## config.mk

```make
export PLATFORM = sky130hd
export DESIGN_NAME = rom_arbiter_flat
export DESIGN_NICKNAME = d
export VERILOG_FILES = /design/src/rtl/rom_arbiter_if.sv /design/src/rtl/rom_arbiter.sv /design/src/flat_wrapper.sv
export SDC_FILE = /design/constraint.sdc
export NUM_CORES = 1
export LEC_CHECK = 0
export CORE_MARGIN = 1.5
export CORE_UTILIZATION = 42
export CTS_BUF_LIST = sky130_fd_sc_hd__clkbuf_16
export DETAILED_ROUTE_END_ITERATION = 6
export GPL_TIMING_DRIVEN = 0
export HOLD_SLACK_MARGIN = 0.08
export PLACE_DENSITY = 0.95
export SLEW_MARGIN = 40
export SYNTH_ARGS = -nofsm -noshare
export SYNTH_HDL_FRONTEND = slang
export SYNTH_SLANG_ARGS = --single-unit
export TNS_END_PERCENT = 20
```

## constraint.sdc

```tcl
create_clock -name clk -period 3.9 [get_ports clk]
set_input_delay 0.39 -clock clk [delete_from_list [all_inputs] [get_ports clk]]
set_output_delay 0.39 -clock clk [all_outputs]
set_load 0.05 [all_outputs]
```

## src/rtl/rom_arbiter_if.sv

```systemverilog
// Requester-side bus of the shared ROM arbiter: request handshake plus broadcast response.
interface rom_arbiter_if #(
  parameter int unsigned NUM_REQ     = 2,
  parameter int unsigned N_ADDR_BITS = 16
);
  logic [NUM_REQ-1:0]                 req_valid;
  logic [NUM_REQ*(N_ADDR_BITS+1)-1:0] req_addr;
  logic [NUM_REQ-1:0]                 req_ready;
  logic [NUM_REQ-1:0]                 resp_valid;
  logic [7:0]                         resp_data;
  logic                               resp_in_range;

  modport master (
    output req_valid, req_addr,
    input  req_ready, resp_valid, resp_data, resp_in_range
  );

  modport slave (
    input  req_valid, req_addr,
    output req_ready, resp_valid, resp_data, resp_in_range
  );
endinterface

```

## src/rtl/rom_arbiter.sv

```systemverilog
// Round-robin sharing of one synchronous-read puzzle ROM among NUM_REQ solver cores,
// with a one-cycle tag pipeline routing each response back to its requester.
module rom_arbiter #(
  parameter int unsigned N_ADDR_BITS = 16,
  parameter int unsigned NUM_REQ     = 2,
  parameter int unsigned CNT_WIDTH   = 32
) (
  input  logic                 clk,
  input  logic                 rst,
  rom_arbiter_if.slave         bus,
  output logic [N_ADDR_BITS:0] rom_addr,
  input  logic [7:0]           rom_data,
  input  logic                 rom_valid,
  output logic [CNT_WIDTH-1:0] grant_count
);
  localparam int unsigned AW  = N_ADDR_BITS + 1;
  localparam int unsigned IDW = (NUM_REQ > 1) ? $clog2(NUM_REQ) : 1;

  logic [IDW-1:0] rr_ptr;
  logic [IDW-1:0] ptr_nxt;
  logic [IDW-1:0] grant_idx;
  logic [IDW-1:0] pend_id;
  logic           grant_any;
  logic           pend_v;
  int unsigned    idx;

  // Search from rr_ptr upward (wrapping); first requester found wins the ROM this cycle.
  always_comb begin
    grant_any     = 1'b0;
    grant_idx     = '0;
    ptr_nxt       = rr_ptr;
    idx           = 0;
    bus.req_ready = '0;
    rom_addr      = '0;
    for (int unsigned k = 0; k < NUM_REQ; k++) begin
      idx = 32'(rr_ptr) + k;
      if (idx >= NUM_REQ) idx = idx - NUM_REQ;
      if (!grant_any && !rst && bus.req_valid[IDW'(idx)]) begin
        grant_any                = 1'b1;
        grant_idx                = IDW'(idx);
        bus.req_ready[IDW'(idx)] = 1'b1;
        rom_addr                 = bus.req_addr[idx*AW +: AW];
        ptr_nxt                  = (idx + 1 >= NUM_REQ) ? '0 : IDW'(idx + 1);
      end
    end
  end

  // Pointer, response tag and saturating access counter.
  always_ff @(posedge clk) begin
    if (rst) begin
      rr_ptr      <= '0;
      pend_v      <= 1'b0;
      pend_id     <= '0;
      grant_count <= '0;
    end else begin
      pend_v  <= grant_any;
      pend_id <= grant_idx;
      if (grant_any) rr_ptr <= ptr_nxt;
      if (grant_any && grant_count != '1) grant_count <= grant_count + CNT_WIDTH'(1);
    end
  end

  // ROM data arrives the cycle after the grant; steer it to the tagged owner.
  always_comb begin
    bus.resp_valid    = '0;
    bus.resp_data     = 8'h00;
    bus.resp_in_range = 1'b0;
    if (pend_v) begin
      bus.resp_valid[pend_id] = 1'b1;
      bus.resp_data           = rom_data;
      bus.resp_in_range       = rom_valid;
    end
  end
endmodule

```

## src/flat_wrapper.sv

```systemverilog
// flat-port wrapper written by rule: the top's interface ports become plain ports
module rom_arbiter_flat 
#(
  parameter int unsigned N_ADDR_BITS = 16,
  parameter int unsigned NUM_REQ     = 2,
  parameter int unsigned CNT_WIDTH   = 32
)
  (clk, rst, rom_addr, rom_data, rom_valid, grant_count, bus_req_valid, bus_req_addr, bus_req_ready, bus_resp_valid, bus_resp_data, bus_resp_in_range);
  rom_arbiter_if #(.NUM_REQ(NUM_REQ), .N_ADDR_BITS(N_ADDR_BITS)) bus_i ();
  input  logic clk;
  input  logic rst;
  output logic [N_ADDR_BITS:0] rom_addr;
  input  logic [7:0] rom_data;
  input  logic rom_valid;
  output logic [CNT_WIDTH-1:0] grant_count;
  input wire logic [$bits(bus_i.req_valid)-1:0] bus_req_valid;
  input wire logic [$bits(bus_i.req_addr)-1:0] bus_req_addr;
  output wire logic [$bits(bus_i.req_ready)-1:0] bus_req_ready;
  output wire logic [$bits(bus_i.resp_valid)-1:0] bus_resp_valid;
  output wire logic [$bits(bus_i.resp_data)-1:0] bus_resp_data;
  output wire logic [$bits(bus_i.resp_in_range)-1:0] bus_resp_in_range;
  assign bus_i.req_valid = bus_req_valid;
  assign bus_i.req_addr = bus_req_addr;
  assign bus_req_ready = bus_i.req_ready;
  assign bus_resp_valid = bus_i.resp_valid;
  assign bus_resp_data = bus_i.resp_data;
  assign bus_resp_in_range = bus_i.resp_in_range;
  rom_arbiter #(.N_ADDR_BITS(N_ADDR_BITS), .NUM_REQ(NUM_REQ), .CNT_WIDTH(CNT_WIDTH)) u_core (.clk(clk), .rst(rst), .bus(bus_i), .rom_addr(rom_addr), .rom_data(rom_data), .rom_valid(rom_valid), .grant_count(grant_count));
endmodule
```

==> run_results.csv, run 1 <==
group,metric,value,unit
clock_tree,cts_max_level,2,
timing,hold_slack,0.513,ns
critical_path,worstSetupStartpointType,"input pin",
power,power.total,0.962,mW
clock_tree,numClockSinks,35,
clock_tree,root_buffer,"clkbuf_16",
critical_path,critPathKind,"in2out",
finish,diodes,0,
yosys,syn_avg_cell_area,8.19,um2
yosys,synth_ff_type,"dfxtp_1",
drt,vias_per_cell,5.79,
worst_hold_path,hold_start,"u_core.grant_count[31]",
timing,post-route-period-util,88.6,%
timing,tightestPinTransition,0.622,ns
critical_path,critPathMaxFanout,10,
power,pwr-share-seq,38.3,%
critical_path,reg2reg_depth,6,
yosys,yosys-mux-area-fraction,1.26,%
power,switchingPower,0.275,mW
finish,drive_above_1_share,6.20,%
clock_tree,numCtsBuffers,5,
die,rows,25,
power,p_leak,1.15,nW
placement,gp_congestion,0.907,
yosys,yosys.area_share.adder,0.599,%
drt,postRouteAntennaNets,0,
finish,fin_area,3390,um2
clock_tree,cts_hold_buf,0,
finish,final_util,71.3,%
yosys,synth-seq-area-share,33.6,%
placement,dpl_cell_area,3250,um2
yosys,synth_nets,303,
yosys,synth_compound_area_share,24.3,%
yosys,synthesis.area,2090,um2
clock_tree,cts_setup_buffers,0,
die,fp.dieH,73.5,um
timing,slew_headroom,58.2,%
global_route,grt_max_degree,11,
timing,maxSlewViolCount,0,
critical_path,end_kind,"output pin",
timing,fin_crit,3.45,ns
timing,grt_setup_unrepaired,"no",
die,initial_core_util,43.9,%
drt,wl_per_cell,16.3,um
clock_tree,cts-resized-gates,0,
yosys,synth_top_cell_by_area,"dfxtp_1",
timing,clock.fmax,290,MHz
critical_path,critical_path_required,3.51,ns
die,die_w,73.5,um
power,p_int,0.687,mW
status,outcome,"complete, no violations",
global_route,antenna_found_initial,0,
yosys,synth_top_family_by_area,"simple AND/OR/NAND/NOR gates",
yosys,synth_async_sr_flop_share,0,%
timing,setup_violations,0,
clock_tree,clk_pin_slew,0.05,ns
yosys,ys_top_cells_by_area,"dfxtp_1, a22o_1, a21oi_1, and2_1, nand4_1",
global_route,overflow,0,
critical_path,r2r_start,"u_core.grant_count[0]",
yosys,synth_edf_count,0,
power,powerDensity,284,nW/um2
drt,drc_errors,0,
drt,drt_iter0_drc,236,
global_route,grt_pass1_wl,10800,um
critical_path,reg2reg_slack,1.56,ns
placement,hpwl,5370,um
clock_tree,insertion_delay,0.28,ns
finish,syn2layout_area_growth,62.4,%
placement,numPortBuffers,108,
yosys,yosysUniqueCellTypes,43,
power,p_comb_share,22.6,%
job,cap_violations,0,
yosys,synth-seq-cells,35,
clock_tree,clockBufferDepth,2,
yosys,ys_warn_count,0,
worst_hold_path,holdPathEnd,"u_core.grant_count[31]",
die,core,4750,um2
critical_path,arrival,3.06,ns
power,pwr-share-clk,39.1,%
die,num_io_pins,109,
drt,dr.pass1.iters,5,
yosys,synthSimpleGateAreaFrac,31.9,%
worst_hold_path,whs_path_depth,2,
yosys,syn_inst,255,
die,die_area,5400,um2
yosys,synth_top_area_share,33.6,%
timing,hold_viol,0,
drt,drt_wl_total,7130,um
clock_tree,cts_tree,"yes",
global_route,grtUsageTotal,25.9,%
finish,final_nets,418,
timing,skew,0.00417,ns
power,ir_drop,0.000181,V
timing,setup-tns-final,0,ns
global_route,grt_pass1_vias,2284,
critical_path,r2r_end,"u_core.grant_count[18]",
drt,vias,2535,
power,sw_frac_of_total,28.6,%
worst_hold_path,hold_class,"reg2reg",
yosys,synthXorXnorAreaFrac,3.36,%
[synthesized netlist by cell type (6+ instances only)]
cell type	n
nand4_1	12
nor2_1	16
and4_1	6
xnor2_1	8
o21ai_0	6
dfxtp_1	35
nand3_1	14
inv_1	7
nand2_1	18
a22o_1	16
a21oi_1	18
clkbuf_1	8
or3_1	9
and2_1	13
[per-stage QoR]
stage / setup slack (ns) / cells
after floorplan: 1.40 / 255
after global placement: 0.532 / 430
after detailed placement: 0.497 / 430
after CTS: 0.499 / 438
after global routing: 0.330 / 438
final: 0.446 / 438
[state kept, by name (all words and copies together) (netlist names)]
register	cells
u_core.rr_ptr	1
u_core.pend_v	1
u_core.pend_id	1
u_core.grant_count	32
[critical path, cell delays in order]
cell,delay [ns]
clkdlybuf4s50_1,0.53
a21oi_1,0.22
and2_1,0.15
clkbuf_1,0.27
clkbuf_1,0.43
a22o_1,0.22
clkdlybuf4s50_1,0.85
[cells in the final DEF (no fill, tap or decap), drive strengths merged, types with 10 or more instances in the layout]
cell type      count
a21oi             18
a22o              16
and2              13
clkbuf            13
clkdlybuf4s50    108
dfxtp             35
nand2             18
nand3             15
nand4             13
nor2              16
o21ai             10
[cells by family (layout without fill, tap and decap cells)]
| family | Yosys count | after routing |
|---|---|---|
| flops | 35 | 35 |
| mux | 2 | 2 |
| fa+ha+maj | 1 | 1 |
| buf+inv | 22 | 138 |
| compound gates | 72 | 72 |
| xor+xnor | 8 | 8 |
| simple gates | 115 | 115 |
[cell type report]
class	count	area [um2]
Buffer	14	73.8
Clock buffer	5	125
Clock inverter	3	12.5
Fill cell	378	1360
Inverter	8	30.0
Multi-Input combinational cell	198	1280
Sequential cell	35	701
Tap cell	67	83.8
Timing Repair Buffer	108	1080
[power groups by stage]
| stage | clock network (mW) | logic (mW) | registers (mW) |
|---|---|---|---|
| floorplan | 0 | 0.108 | 0.383 |
| global placement | 0 | 0.213 | 0.375 |
| detailed placement | 0 | 0.216 | 0.376 |
| CTS | 0.377 | 0.217 | 0.368 |
| global route | 0.394 | 0.227 | 0.369 |
| finish | 0.376 | 0.217 | 0.368 |
[worst max-delay path by stage]
stage / start / end
global route: bus_req_valid[0] / rom_addr[12]
detailed placement: rst / rom_addr[12]
global placement: rst / rom_addr[12]
finish: rst / rom_addr[12]
CTS: rst / rom_addr[12]
floorplan: bus_req_valid[1] / rom_addr[10]
[layer usage]
layer	GRT usage, %	share of wire, %	vias up
met5	0	0	-
met3	6.31	7.1	7
met1	33.7	41	1193
met4	6.17	0.97	0
li1	-	-	1202
met2	43.1	51	133
Power figures use the tool's default switching activity.
==> run 2, diff against run 1 <==
- ABC_AREA: not set -> 1
- PLACE_DENSITY: 0.95 -> 0.92
==> run_results.csv, run 2 <==
group,metric,value,unit
power,p_leak,1.52,nW
drt,dr.pass1.iters,5,
yosys,syn_avg_cell_area,5.95,um2
placement,place_worst_setup_slack,0.617,ns
critical_path,cpMaxStageDelayCell,"clkdlybuf4s50_1",
critical_path,worstSetupStartpointType,"input pin",
critical_path,crit_family,"buffers and inverters",
status,outcome,"complete, no violations",
timing,clock.fmax,302,MHz
clock_tree,root_buffer,"clkbuf_16",
clock_tree,cts_hold_buf,0,
finish,drive_above_1_share,7.14,%
critical_path,slowest_delay,0.81,ns
finish,final_nets,565,
yosys,synth_edf_count,0,
timing,fin_crit,3.32,ns
yosys,yosysUniqueCellTypes,26,
finish,syn2layout_area_growth,54.1,%
timing,setup_violations,0,
clock_tree,cts-resized-gates,0,
die,die_w,78.6,um
critical_path,r2r_start,"u_core.grant_count[0]",
yosys,synth-seq-area-share,29.2,%
critical_path,reg2reg_depth,8,
drt,vias_per_cell,5.19,
critical_path,critical_path_required,3.51,ns
finish,multi_input_area,1450,um2
drt,wl_per_cell,13.7,um
job,cap_violations,0,
yosys,synth_async_sr_flop_share,0,%
worst_hold_path,hold_class,"in2reg",
finish,largest_register_ffs,32,
global_route,overflow,0,
power,ir_drop,0.000247,V
finish,layout_common_cells,"nand2_1, clkdlybuf4s50_1, nor2_1",
timing,post-route-period-util,85.0,%
timing,setup-tns-final,0,ns
worst_hold_path,whs_path_depth,2,
yosys,synth-seq-cells,35,
critical_path,arrival,2.93,ns
die,fp.dieH,78.6,um
clock_tree,cts_tree,"yes",
yosys,synth_top_area_share,29.2,%
critical_path,critPathMaxFanout,10,
yosys,synth_top_cell_by_area,"dfxtp_1",
critical_path,cp_common_cell,"clkdlybuf4s50_1",
yosys,synthTopCellsByCount,"nand2_1, nor2_1, nand3_1, inv_1, dfxtp_1",
timing,maxSlewViolCount,0,
placement,numPortBuffers,107,
timing,slew_headroom,62.4,%
global_route,antenna_found_initial,0,
critical_path,critPathKind,"in2out",
finish,fillers,458,
global_route,grt_pass1_vias,2822,
critical_path,path_cells,"clkdlybuf4s50_1 -> nor2_1 -> nor2_2 -> nand2_1 -> inv_1 -> a21oi_1 -> inv_2 -> buf_2 -> a22o_1 -> clkdlybuf4s50_1",
critical_path,crit_buf_inv,5,
yosys,synth.most_common_cell,"nand2_1",
drt,vias,3064,
drt,drc_errors,0,
clock_tree,clockBufferDepth,2,
yosys,ys_top_cells_by_area,"dfxtp_1, nand2_1, nor2_1, nand3_1, inv_1",
critical_path,r2r_end,"u_core.grant_count[18]",
global_route,grt_max_degree,11,
timing,hold_slack,0.385,ns
drt,postRouteAntennaNets,0,
placement,hpwl,6390,um
yosys,synthesis.area,2400,um2
die,num_io_pins,109,
die,core,5510,um2
placement,gp_congestion,0.939,
timing,hold_viol,0,
finish,seqCellArea,701,um2
clock_tree,clk_pin_slew,0.05,ns
die,initial_core_util,43.6,%
clock_tree,cts_setup_buffers,0,
power,powerDensity,270,nW/um2
drt,drt_wl_total,8070,um
global_route,grtUsageTotal,26.9,%
clock_tree,cts_max_level,2,
timing,tightestPinTransition,0.563,ns
die,rows,27,
clock_tree,insertion_delay,0.28,ns
yosys,ys_warn_count,0,
clock_tree,numClockSinks,35,
clock_tree,numCtsBuffers,5,
worst_hold_path,holdPathEnd,"u_core.grant_count[0]",
yosys,synth_nets,451,
yosys,synth_ff_type,"dfxtp_1",
die,die_area,6170,um2
timing,grt_setup_unrepaired,"no",
yosys,syn_inst,403,
global_route,grt_pass1_wl,13300,um
critical_path,reg2reg_slack,2.03,ns
finish,diodes,0,
drt,drt_iter0_drc,216,
timing,skew,0.00315,ns
timing,finalWorstSetupSlack,0.583,ns
worst_hold_path,hold_start,"rst",
finish,regMostFlops,"u_core.grant_count",
critical_path,end_kind,"output pin",
[run 2: cell types whose count changed in the layout (fill, tap and decap cells not counted), moves of 6 or more]
| cell | delta |
|---|---|
| a21oi_1 | +9 |
| and2_1 | -13 |
| and4_1 | -6 |
| buf_2 | +7 |
| clkbuf_1 | -6 |
| inv_1 | +33 |
| nand2_1 | +89 |
| nand3_1 | +27 |
| nand4_1 | -7 |
| nor2_1 | +71 |
| or3_1 | -9 |
| xnor2_1 | -8 |
[run 2: cells by family (layout without fill, tap and decap cells)]
group                    count (synthesis)  in the layout  synth area share [%]
AO/OA/AOI/OAI                           47             47                  12.4
XOR/XNOR                                 2              2                 0.730
adder cells (fa/ha/maj)                  1              1                 0.522
buffers and inverters                   58            173                  10.2
flip-flops                              35             35                  29.2
AND/OR/NAND/NOR                        260            260                  47.0
[run 2: stage by stage]
stage               instance area (um2)  cells  power [mW]  util (%)
floorplan                          2400    403       0.516         -
global placement                   3560    582       0.621      64.6
detailed placement                 3560    582       0.626      64.6
CTS                                3700    590        1.00      67.1
global route                       3700    590        1.04      67.1
finish                             3700    590       0.998      67.1
[run 2: where the power goes]
group	switching, mW	leakage, nW	internal (mW)
logic	0.148	1.16	0.103
clock network	0.148	0.0762	0.231
registers	0.00480	0.283	0.363
[run 2: layout make-up]
cell class                 count  share of cell area, %
clock buffer                   5                   3.38
inverter                      45                   4.57
multi-input combinational    310                   39.3
tap                           72                   2.44
buffer                        13                   2.03
timing repair buffer         107                   29.0
clock inverter                 3                  0.338
sequential                    35                   19.0
[run 2: how the worst max path moves through the flow]
stage	startpoint	to	cells after the start
6_report	bus_req_valid[0]	rom_addr[10]	10
5_1_grt	bus_req_valid[0]	rom_addr[10]	10
4_1_cts	bus_req_valid[0]	rom_addr[10]	10
3_5_place_dp	bus_req_valid[0]	rom_addr[10]	10
3_3_place_gp	bus_req_valid[0]	rom_addr[10]	10
2_1_floorplan	rst	rom_addr[10]	8
[run 2: metal layers]
metal / GRT usage [%] / part of all wire [%]
met1: 33.5 / 42
met2: 47.0 / 50
met3: 5.00 / 7.2
met4: 7.68 / 1.4
met5: 0 / 0
==> run 3, diff against run 2 <==
- CAP_MARGIN: not set -> 20
==> results of run 3 <==
The final DEF is identical to that of run 2; final timing and power are the same.
==> RTL edit: new RTL, flow settings as in run 1 <==
Reset style: asynchronous (`rst`), changed in one clocked block.
--- a/src/rtl/rom_arbiter.sv
+++ b/src/rtl/rom_arbiter.sv
@@ -47,5 +47,5 @@
 
   // Pointer, response tag and saturating access counter.
-  always_ff @(posedge clk) begin
+  always_ff @(posedge clk or posedge rst) begin
     if (rst) begin
       rr_ptr      <= '0;
Behaviour: differs if rst is asserted again (counterexample within 4 cycles, from zero or initial values and one cycle with rst high); with rst held inactive, the same outputs for 10 cycles.
==> RTL edit against run 1 <==
Sequential cell count did not move. Synthesized cell count fell by 27%. Die area fell by 7.4%. Via count fell by 23%. Worst setup slack got worse by 100 ps. Routed wire length fell by 19%. Area after synthesis fell by 7.7%. Cell area fell by 5.2%.
Power is not compared: it rests on default switching activity, and its combinational part moved more than twofold at a synthesized area within 25%.
==> RTL edit: results (changes against run 1) <==
- M1 GR Usage: 26.8% (was 33.7%)
- Worst clock skew: 6.25 ps (was 4.17 ps)
- GR Layer Usage met3: 6.27% (was 6.31%)
- Vias in the first global route: 1927 (was 2284)
- Setup fix buffers added after clock tree synthesis: 0 (unchanged)
- DR pass1 iterations: 4 (was 5)
- Synth Area in Adders: 0.649% (was 0.599%)
- Reg2reg path depth: 7 (was 6)
- Xor/xnor cell area share of the yosys netlist: 13.2% (was 3.36%)
- Routability cong.: 0.786 (was 0.907)
- Worst r2r src: u_core.grant_count[0] (unchanged)
- Final #Nets: 350 (was 418)
- Compound-cell area share of the yosys netlist: 9.93% (was 24.3%)
- Hold Path End: u_core.grant_count[23] (was u_core.grant_count[31])
- RR Endpoint: u_core.grant_count[4] (was u_core.grant_count[18])
- DR WL met2: 2980 µm (was 3600 µm)
- Slew of the pin with the lowest slew margin: 528 ps (was 622 ps)
- First-pass GRT wire length: 9230 µm (was 10800 µm)
- Post-synth ARST share: 100% (was 0%)
- Antenna violations before repair: 0 (unchanged)
- Sequential share of the synthesized area: 45.4% (was 33.6%)
- M2 GR Usage: 40.4% (was 43.1%)
- Dpl ws: -71.1 ps (was 497 ps)
- Largest cells by area after synthesis: dfrtp_1 45%, xnor2_1 10%, a22o_1 7.7%, nand4_1 5.2%, nand3_1 3.4% (was dfxtp_1 34%, a22o_1 6.7%, a21oi_1 4.3%, and2_1 3.9%, nand4_1 3.6%)
- Worst path arrival time: 3170 ps (was 3060 ps)
- Warnings from Yosys: 0 (unchanged)
- Routed vias/inst: 5.55 (was 5.79)
- R2R setup slack: 1810 ps (was 1560 ps)
- Post-CTS sizing: 1 (was 0)
- Met1 WL: 2310 µm (was 2950 µm)
- WL met3: 342 µm (was 509 µm)
- Hold slack: 489 ps (was 513 ps)
- Final Routed Wirelength: 5770 µm (was 7130 µm)
- Post-synthesis area per instance: 10.3 µm² (was 8.19 µm²)
- Hold path cells: 1 (was 2)
- Status: finished, final reports clean (unchanged)
- Placed cell areas: 0.00307 mm² (was 0.00325 mm²)
- Crit path max fanout: 37 (was 10)
- Layout cells sized above 1: 6.98% (was 6.20%)
- Hold_sp: u_core.grant_count[23] (was u_core.grant_count[31])
- Via count: 1958 (was 2535)
- Initial DRC count: 108 (was 236)
- Distinct cells, synth: 36 (was 43)
- Most frequent cells after synthesis: 35 x dfrtp_1, 23 x xnor2_1, 17 x a22o_1 (was 35 x dfxtp_1, 18 x a21oi_1, 18 x nand2_1)
- Hpwl dp: 4390 µm (was 5370 µm)
- Mux contribution to synthesized area: 1.69% (was 1.26%)
- Worst-skew pair later-pin latency: 280 ps (about the same)
- Total track usage: 23.0% (was 25.9%)
- Max incr delay on CP: 810 ps (was 850 ps)
- Largest net degree at the start of global routing: 38 (was 11)
-- RTL edit: cell count changes after synthesis, moves of 6 or more --
cell,change
dfrtp_1,+35
dfxtp_1,-35
xnor2_1,+15
a21oi_1,-12
nor2_1,-9
or3_1,-9
xor2_1,+6
-- RTL edit: cell type report --
class	count	area [µm²]	area share, %
Sequential cell	35	876	27.3
Buffer	5	21.3	0.662
Inverter	4	17.5	0.545
Timing Repair Buffer	108	1080	33.6
Clock buffer	5	125	3.89
Multi-Input combinational cell	143	1020	31.9
Clock inverter	1	3.75	0.117
Tap cell	52	65.1	2.02
-- RTL edit: worst max-delay path by stage --
stage / endpoint / start / cells past startpoint
final: rom_addr[11] / rst / 7
after global routing: rom_addr[14] / rst / 7
after CTS: rom_addr[11] / rst / 7
after detailed placement: rom_addr[11] / rst / 7
after global placement: rom_addr[15] / rst / 7
after floorplan: rom_addr[10] / rst / 5
